[src/rtl/bullet_pool_ctrl_if.sv]
// Fire request / grant bundle between the shooters and the bullet pool.
// master = requester side, slave = pool controller.
interface bullet_pool_ctrl_if;
  logic       player_fire;
  logic [4:0] ship_x;
  logic       alien_fire;
  logic [4:0] alien_x;
  logic [3:0] alien_y;
  logic       player_grant;
  logic       alien_grant;

  modport master (
    output player_fire, ship_x,
    output alien_fire, alien_x, alien_y,
    input  player_grant, alien_grant
  );

  modport slave (
    input  player_fire, ship_x,
    input  alien_fire, alien_x, alien_y,
    output player_grant, alien_grant
  );
endinterface

[src/rtl/bullet_pool_ctrl.sv]
// Shared bullet slot pool: arbitration, allocation,
// movement on a common tick and retirement on hit or edge.
module bullet_pool_ctrl #(
  parameter int NUM_SLOTS      = 4,
  parameter int TICK_CYCLES    = 90000,
  parameter int COOLDOWN_TICKS = 3,
  parameter int PLAYER_Y       = 12,
  parameter int ALIEN_Y_MAX    = 14
) (
  input  logic                   clk_36MHz,
  input  logic                   reset,
  input  logic                   enable,
  bullet_pool_ctrl_if.slave      fire,
  input  logic [NUM_SLOTS-1:0]   hit,
  output logic [NUM_SLOTS-1:0]   slot_active,
  output logic [NUM_SLOTS-1:0]   slot_dir,
  output logic [5*NUM_SLOTS-1:0] slot_x,
  output logic [4*NUM_SLOTS-1:0] slot_y,
  output logic                   player_busy,
  output logic                   tick
);
  localparam int CW = (TICK_CYCLES > 1) ?
                      $clog2(TICK_CYCLES) : 1;
  localparam int KW = (COOLDOWN_TICKS > 0) ?
                      $clog2(COOLDOWN_TICKS + 1) : 1;
  localparam int IW = $clog2(NUM_SLOTS);

  localparam logic [CW-1:0] CNT_LAST = CW'(TICK_CYCLES - 1);
  localparam logic [KW-1:0] COOL_LD  = KW'(COOLDOWN_TICKS);
  localparam logic [3:0]    P_Y      = 4'(PLAYER_Y);
  localparam logic [3:0]    A_Y_MAX  = 4'(ALIEN_Y_MAX);

  logic [CW-1:0]        cnt;
  logic [KW-1:0]        cool;
  logic                 prio_alien;
  logic [IW-1:0]        first_free;
  logic [IW-1:0]        second_free;
  logic [IW-1:0]        a_slot;
  logic                 any_free;
  logic                 two_free;
  logic                 p_elig;
  logic                 a_elig;
  logic                 p_win;
  logic                 a_win;
  logic [NUM_SLOTS-1:0] retire;
  logic [NUM_SLOTS-1:0] move;

  assign tick        = enable && (cnt == CNT_LAST);
  assign player_busy = |(slot_active & slot_dir);

  always_comb begin
    first_free  = '0;
    second_free = '0;
    any_free    = 1'b0;
    two_free    = 1'b0;
    for (int i = 0; i < NUM_SLOTS; i++) begin
      if (!slot_active[i]) begin
        if (!any_free) begin
          first_free = IW'(i);
          any_free   = 1'b1;
        end else if (!two_free) begin
          second_free = IW'(i);
          two_free    = 1'b1;
        end
      end
    end
  end

  assign p_elig = enable && fire.player_fire &&
                  !player_busy && (cool == '0) && any_free;
  assign a_elig = enable && fire.alien_fire &&
                  (fire.alien_y < A_Y_MAX) && any_free;

  // With a single free slot the priority holder wins.
  assign p_win  = p_elig && (!a_elig || two_free || !prio_alien);
  assign a_win  = a_elig && (!p_elig || two_free || prio_alien);
  assign a_slot = p_win ? second_free : first_free;

  always_comb begin
    retire = '0;
    move   = '0;
    for (int i = 0; i < NUM_SLOTS; i++) begin
      retire[i] = slot_active[i] && (hit[i] || (tick &&
                  (slot_dir[i] ? (slot_y[4*i +: 4] == 4'd0)
                               : (slot_y[4*i +: 4] == A_Y_MAX))));
      move[i]   = slot_active[i] && tick && !retire[i];
    end
  end

  always_ff @(posedge clk_36MHz) begin
    if (!reset) begin
      cnt               <= '0;
      cool              <= '0;
      prio_alien        <= 1'b0;
      fire.player_grant <= 1'b0;
      fire.alien_grant  <= 1'b0;
      slot_active       <= '0;
      slot_dir          <= '0;
      slot_x            <= '0;
      slot_y            <= '0;
    end else begin
      if (enable) cnt <= tick ? '0 : cnt + CW'(1);
      fire.player_grant <= p_win;
      fire.alien_grant  <= a_win;
      if (p_win) cool <= COOL_LD;
      else if (tick && cool != '0) cool <= cool - KW'(1);
      if (p_elig && a_elig && !two_free) prio_alien <= !prio_alien;
      for (int i = 0; i < NUM_SLOTS; i++) begin
        if (retire[i]) begin
          slot_active[i]     <= 1'b0;
          slot_dir[i]        <= 1'b0;
          slot_x[5*i +: 5]   <= '0;
          slot_y[4*i +: 4]   <= '0;
        end else if (move[i]) begin
          slot_y[4*i +: 4] <= slot_dir[i] ?
                              slot_y[4*i +: 4] - 4'd1 :
                              slot_y[4*i +: 4] + 4'd1;
        end else if (p_win && first_free == IW'(i)) begin
          slot_active[i]     <= 1'b1;
          slot_dir[i]        <= 1'b1;
          slot_x[5*i +: 5]   <= fire.ship_x;
          slot_y[4*i +: 4]   <= P_Y;
        end else if (a_win && a_slot == IW'(i)) begin
          slot_active[i]     <= 1'b1;
          slot_dir[i]        <= 1'b0;
          slot_x[5*i +: 5]   <= fire.alien_x;
          slot_y[4*i +: 4]   <= fire.alien_y + 4'd1;
        end
      end
    end
  end
endmodule

[src/flat_wrapper.sv]
// flat-port wrapper written by rule: the top's interface ports become plain ports
module bullet_pool_ctrl_flat 
#(
  parameter int NUM_SLOTS      = 4,
  parameter int TICK_CYCLES    = 90000,
  parameter int COOLDOWN_TICKS = 3,
  parameter int PLAYER_Y       = 12,
  parameter int ALIEN_Y_MAX    = 14
)
  (clk_36MHz, reset, enable, hit, slot_active, slot_dir, slot_x, slot_y, player_busy, tick, fire_player_fire, fire_ship_x, fire_alien_fire, fire_alien_x, fire_alien_y, fire_player_grant, fire_alien_grant);
  bullet_pool_ctrl_if fire_i ();
  input  logic clk_36MHz;
  input  logic reset;
  input  logic enable;
  input  logic [NUM_SLOTS-1:0] hit;
  output logic [NUM_SLOTS-1:0] slot_active;
  output logic [NUM_SLOTS-1:0] slot_dir;
  output logic [5*NUM_SLOTS-1:0] slot_x;
  output logic [4*NUM_SLOTS-1:0] slot_y;
  output logic player_busy;
  output logic tick;
  input wire logic [$bits(fire_i.player_fire)-1:0] fire_player_fire;
  input wire logic [$bits(fire_i.ship_x)-1:0] fire_ship_x;
  input wire logic [$bits(fire_i.alien_fire)-1:0] fire_alien_fire;
  input wire logic [$bits(fire_i.alien_x)-1:0] fire_alien_x;
  input wire logic [$bits(fire_i.alien_y)-1:0] fire_alien_y;
  output wire logic [$bits(fire_i.player_grant)-1:0] fire_player_grant;
  output wire logic [$bits(fire_i.alien_grant)-1:0] fire_alien_grant;
  assign fire_i.player_fire = fire_player_fire;
  assign fire_i.ship_x = fire_ship_x;
  assign fire_i.alien_fire = fire_alien_fire;
  assign fire_i.alien_x = fire_alien_x;
  assign fire_i.alien_y = fire_alien_y;
  assign fire_player_grant = fire_i.player_grant;
  assign fire_alien_grant = fire_i.alien_grant;
  bullet_pool_ctrl #(.NUM_SLOTS(NUM_SLOTS), .TICK_CYCLES(TICK_CYCLES), .COOLDOWN_TICKS(COOLDOWN_TICKS), .PLAYER_Y(PLAYER_Y), .ALIEN_Y_MAX(ALIEN_Y_MAX)) u_core (.clk_36MHz(clk_36MHz), .reset(reset), .enable(enable), .fire(fire_i), .hit(hit), .slot_active(slot_active), .slot_dir(slot_dir), .slot_x(slot_x), .slot_y(slot_y), .player_busy(player_busy), .tick(tick));
endmodule
[config.mk]
export PLATFORM = sky130hd
export DESIGN_NAME = bullet_pool_ctrl_flat
export DESIGN_NICKNAME = d
export VERILOG_FILES = /design/src/rtl/bullet_pool_ctrl_if.sv /design/src/rtl/bullet_pool_ctrl.sv /design/src/flat_wrapper.sv
export SDC_FILE = /design/constraint.sdc
export NUM_CORES = 1
export LEC_CHECK = 0
export ABC_AREA = 1
export CORE_MARGIN = 5
export CORE_UTILIZATION = 54
export CTS_CLUSTER_SIZE = 25
export DETAILED_ROUTE_END_ITERATION = 7
export PLACE_DENSITY = 0.8
export RECOVER_POWER = 50
export SKIP_LAST_GASP = 1
export SLEW_MARGIN = 20
export SYNTH_ARGS = -nofsm -noshare
export SYNTH_HDL_FRONTEND = slang
export SYNTH_SLANG_ARGS = --single-unit
[constraint.sdc]
create_clock -name clk_36MHz -period 2.5 [get_ports clk_36MHz]
set_clock_uncertainty 0.1 [all_clocks]
set_input_delay 0.625 -clock clk_36MHz [delete_from_list [all_inputs] [get_ports clk_36MHz]]
set_output_delay 0.625 -clock clk_36MHz [all_outputs]
set_load 0.02 [all_outputs]
; ---- Word-level counts from Yosys, hierarchy flattened
; Cells that the tools add are included.
; W data, S select, Z words.
[word_totals]
elab_cells = 201
output_inout_bits = 48
ff_bits = 66
[op_classes]
muxes = 71
n_eq_ne = 11
reduce_logical = 80
n_bitwise = 6
order_cmp = 1
add_sub_neg = 11
[op_table]
columns = op, n
row1 = $mux W4, 16
row2 = $mux W5, 8
row3 = $logic_and A1 B1 Y1, 37
row4 = $mux W1, 31
row5 = $mux W2, 15
row6 = $add A4 B1 Y4 const B, 5
row7 = $add A17 B1 Y17 const B, 1
row8 = $eq A17 B17 Y1 const B, 1
row9 = $mux W17, 1
row10 = $eq A4 B4 Y1 const B, 4
row11 = $logic_not A4 Y1, 4
row12 = $sub A4 B1 Y4 const B, 4
row13 = $reduce_bool A2 Y1, 6
row14 = $reduce_bool A3 Y1, 4
row15 = $logic_not A1 Y1, 9
row16 = $eq A2 B2 Y1 const B, 4
row17 = $logic_or A1 B1 Y1, 8
row18 = $reduce_and A2 Y1, 4
row19 = $reduce_or A2 Y1, 4
row20 = $logic_not A2 Y1, 3
row21 = $not A1 Y1, 5
row22 = $and A4 B4 Y4, 1
row23 = $eq A2 B1 Y1 const B, 2
row24 = $lt A4 B4 Y1 const B, 1
row25 = other kinds (2), 2

; ---- Depth between registers and ports, before layout
[logic_depth]
ltp_word = 15
ltp_mapped = 16

; ---- Least setup slack after synthesis
; No wires, ideal clock.
[synth_path]
path_type = reg2reg
from = register u_core.slot_active[0]
to = register u_core.slot_dir[0]
setup_ns = 0.124
synth_period_minus_slack_ns = 2.291
path_slack_ns = 0.209
path_stages_with_launch = 15
t_arrival_ns = 2.066
required_time_ns = 2.276
cell_sequence = dfxtp_1 inv_1 ha_1 inv_1 nand2_1 nand2_1 nand3_2 o21ai_4 nand2_1 nand2_1 nand3_2 nand2_2 nand2_1 nand2_1 a21oi_1
[synth_via]
elab_chain_len = 14
[synth_lines]
columns = element, line_no
row1 = from (decl), bullet_pool_ctrl.sv:15  ; output logic [NUM_SLOTS-1:0] slot_active,
row2 = from (signal assigned), bullet_pool_ctrl.sv:97  ; slot_active <= '0;
row3 = "from (signal, indexed assignment)", bullet_pool_ctrl.sv:110  ; slot_active[i] <= 1'b0;
row4 = "from (signal, indexed assignment)", bullet_pool_ctrl.sv:119  ; slot_active[i] <= 1'b1;
row5 = $mux W1, "bullet_pool_ctrl.sv:57, bullet_pool_ctrl.sv:58"
row6 = $mux W1, bullet_pool_ctrl.sv:57  ; if (!slot_active[i]) begin
row7 = $mux W1 (on tied branches), "bullet_pool_ctrl.sv:58, bullet_pool_ctrl.sv:57"
row8 = $mux W1, bullet_pool_ctrl.sv:57
row9 = $mux W1 / $logic_and A1 B1 Y1 (equally long branches), "bullet_pool_ctrl.sv:58, bullet_pool_ctrl.sv:72"
row10 = $mux W1 / $logic_not A1 Y1 (equally long branches), "bullet_pool_ctrl.sv:57, bullet_pool_ctrl.sv:75"
row11 = $logic_or A1 B1 Y1 (2 in a row), bullet_pool_ctrl.sv:75  ; assign p_win = p_elig && (!a_elig || two_free || !prio_alien);
row12 = $logic_and A1 B1 Y1, bullet_pool_ctrl.sv:75
row13 = $mux W2, bullet_pool_ctrl.sv:77  ; assign a_slot = p_win ? second_free : first_free;
row14 = $logic_not A2 Y1, bullet_pool_ctrl.sv:123  ; end else if (a_win && a_slot == IW'(i)) begin
row15 = $logic_and A1 B1 Y1, bullet_pool_ctrl.sv:123
row16 = $reduce_bool A2 Y1 (no source line), -
row17 = $reduce_and A2 Y1 (no source line), -
row18 = "to (signal, indexed assignment)", bullet_pool_ctrl.sv:111  ; slot_dir[i] <= 1'b0;
row19 = "to (signal, indexed assignment)", bullet_pool_ctrl.sv:120  ; slot_dir[i] <= 1'b1;
row20 = "to (signal, indexed assignment)", bullet_pool_ctrl.sv:125  ; slot_dir[i] <= 1'b0;
row21 = to (decl), bullet_pool_ctrl.sv:16  ; output logic [NUM_SLOTS-1:0] slot_dir,
; Parallel ways exist; a longest one is shown, timed or not.
; A chain may end at the register's enable or synchronous reset.

; ---- Worst setup path after layout
[layout_path]
from = register u_core.slot_active[3]
to = output slot_active[3]
[layout_lines]
columns = element, line_no
row1 = to (decl), flat_wrapper.sv:16  ; output logic [NUM_SLOTS-1:0] slot_active;
; No word-level cell between the ends.

==> results.yml <==
outcome:
  status: "finished, final reports clean"
hold_path:
  holdCritPathClass: "reg2reg"
place:
  dpl.hpwl_um: 10200
  postPlaceCellArea_sq_um: 5640
  io_buffers: 70
  placed_cells: 892
  gp_congestion: 0.957
grt:
  grt_pass1_vias: 4665
  grt_overflow: 0
  grt_usage_pct: 25.8
  grt_pass1_wl_um: 21100
  antenna_found_initial: 0
  grt_max_degree: 15
cts:
  htree_levels: 3
  cts-buffers-inserted: 9
  clock_sinks: 66
  cts_hold_buf: 0
  clock_tree.root_cell: "clkbuf_8"
  clk_latency_ns: 0.35
  clock_path_buffers: 2
  path_clk_slew_ns: 0.08
  cts_tree: "yes"
route:
  wl_per_cell_um: 14.4
  drt_wl_total_um: 13100
  vias: 4963
  drcViolationCount: 0
  drt_iter0_markers: 326
  ant_nets: 0
  vias_per_cell: 5.45
  drt_first_pass_iters: 5
cells_and_area:
  fin_nets: 843
  final_cells: 910
  fin_area_sq_um: 5910
  n_antenna_cell: 0
  layout_commonest_cell: "nand2_1"
  area_growth_pct: 33.9
  fin_util_pct: 73.0
  layout-drive-gt1-share_pct: 15.4
  layout_common_cells: "nand2_1, nand3_1, inv_1"
synthesis:
  syn_inst: 670
  async_reset_ff_share_pct: 0
  avgSynthCellArea_sq_um: 6.58
  yosys_register_bits: 66
  synth_nets: 713
  synth_ff_type: "dfxtp_1"
  syn_area_sq_um: 4410
  synth_edf_count: 0
  ys_seq_area_share_pct: 29.9
  synth_cell_types: 43
  ys_warn_count: 0
flow_run:
  cap_violations: 0
sta:
  fmax_mhz: 423
  fin_crit_sh_pct: 94.6
  finalHoldViolCount: 0
  finalSetupViolCount: 0
  whs_ns: 0.359
  rsz0062_at_grt: "false"
  worst_pin_slew_ns: 0.454
  final_max_slew_viol_count: 0
  relSlewSlack_pct: 69.7
  period_minus_slack_ns: 2.37
floorplanning:
  initial_core_util_pct: 54.5
  die_w_um: 100
  rows: 33
  coreArea_sq_um: 8090
  die_h_um: 100
  ioPinCount: 71
  dieArea_sq_um: 10100
critical_path:
  path_buf_inv: 2
  cp_cell_sequence: "buf_4 -> clkdlybuf4s50_1"
  path_class: "reg2out"
  critPathCaptureType: "output pin"
  critPathRequiredTime_ns: 1.77
  path_delay_family: "buffers and inverters"
  worstPathMaxFanout: 6
  crit_slowest_cell: "clkdlybuf4s50_1"
  crit_path_start_kind: "register"
  slowest_delay_ns: 0.61
  crit_arrival_ns: 1.64
power:
  leakagePower_nw: 2.75
  ir_worst_vdd_mv: 0.325
  power.density_nw_per_um2: 470
  p_total_mw: 2.78
[worst reg2reg max path: stages, from the launching register on]
cell and delay, ns:
dfxtp_2 0.42, inv_1 0.15, ha_1 0.21, inv_1 0.05, nand2_1 0.04, nand2_1 0.09, nand3_2 0.10, o21ai_4 0.26
nand2_1 0.10, nand2_1 0.15, nand3_2 0.16, nand2_2 0.18, nand3_1 0.11, a21oi_1 0.18
[repair_timing]
item / in CTS / in global routing
pin swaps: 0 / 3
setup endpoints to repair: 3 / 44
gates resized for setup: 7 / 16
setup buffers: 0 / 2
[sequential cells by signal (all words and copies together) (netlist names)]
signal,flops
u_core.slot_x,20
u_core.cnt,17
u_core.slot_y,16
u_core.slot_active,4
u_core.slot_dir,4
u_core.cool,2
u_core.fire.alien_grant,1
u_core.fire.player_grant,1
u_core.prio_alien,1
[Yosys cell counts, types with 2 or more instances]
| library cell | instances | area, sq um |
|---|---|---|
| o21ai_0 | 23 | 115 |
| nand3b_1 | 5 | 37.5 |
| nor3_1 | 9 | 45.0 |
| nor2_4 | 2 | 22.5 |
| o21ai_2 | 2 | 17.5 |
| a21oi_1 | 49 | 245 |
| xnor2_1 | 11 | 96.3 |
| nor3b_1 | 2 | 15.0 |
| nor2_1 | 64 | 240 |
| dfxtp_1 | 66 | 1320 |
| fa_1 | 4 | 80.1 |
| buf_4 | 5 | 37.5 |
| nand3_1 | 78 | 390 |
| nand2_2 | 10 | 62.6 |
| or2_1 | 2 | 12.5 |
| buf_2 | 5 | 25.0 |
| inv_4 | 2 | 12.5 |
| ha_1 | 16 | 200 |
| inv_1 | 72 | 270 |
| inv_2 | 4 | 15.0 |
| a31oi_1 | 3 | 18.8 |
| clkbuf_1 | 2 | 7.51 |
| nand2_1 | 182 | 683 |
| nand4_1 | 14 | 87.6 |
| nor4_1 | 2 | 12.5 |
| nand3_2 | 8 | 80.1 |
| nor2_2 | 2 | 12.5 |
| xor2_1 | 6 | 52.6 |
| o21ai_1 | 4 | 20.0 |
| buf_6 | 3 | 33.8 |
[logic make-up (layout without fill, tap and decap cells)]
kind of cell / Yosys count / after routing / synth area share [%]
AO/OA/AOI/OAI: 89 / 89 / 11.1
XOR/XNOR: 17 / 17 / 3.37
adder cells (fa/ha/maj): 20 / 20 / 6.35
buffers and inverters: 93 / 228 / 9.10
flip-flops: 66 / 66 / 29.9
AND/OR/NAND/NOR: 385 / 385 / 40.2
[per-layer routing]
layer / global-route usage (%) / wire length [um] / part of all wire [%]
met3: 4.79 / 902 / 6.9
met2: 44.5 / 6360 / 49
met4: 8.39 / 278 / 2.1
met5: 0 / 0 / 0
met1: 32.3 / 5550 / 42
[metrics by stage]
step | setup TNS, ns | setup slack (ns)
final | 0 | 0.135
after global routing | 0 | 0.0110
after CTS | -0.0599 | -0.0599
after detailed placement | -12.33 | -0.501
after global placement | -10.79 | -0.497
after floorplan | 0 | 0.209
[report_power, final]
group | switching [mW] | internal [mW] | leakage (nW) | total (mW)
Combinational | 0.378 | 0.262 | 2.10 | 0.641
Clock | 0.434 | 0.565 | 0.110 | 0.999
Sequential | 0.0413 | 1.09 | 0.535 | 1.14
[cell type report]
class / instances / area [sq um]
multi-input combinational: 511 / 2730
fill: 669 / 2180
sequential: 66 / 1320
timing repair buffer: 134 / 1210
inverter: 78 / 298
tap: 105 / 131
clock buffer: 10 / 128
clock inverter: 6 / 91.3
[worst paths after layout]
path / startpoint / end / slack (ns) / depth (start not counted)
max: u_core.slot_active[3]$_SDFFE_PP0P_ / slot_active[3] / 0.13 / 2
min: u_core.slot_x[7]$_SDFFE_PP0P_ / u_core.slot_x[7]$_SDFFE_PP0P_ / 0.36 / 2
max reg2reg: u_core.slot_active[1]$_SDFFE_PP0P_ / u_core.slot_x[2]$_SDFFE_PP0P_ / 0.16 / 13
min reg2reg: u_core.slot_x[7]$_SDFFE_PP0P_ / u_core.slot_x[7]$_SDFFE_PP0P_ / 0.36 / 2
No activity file was read; power rests on OpenSTA's default activity.
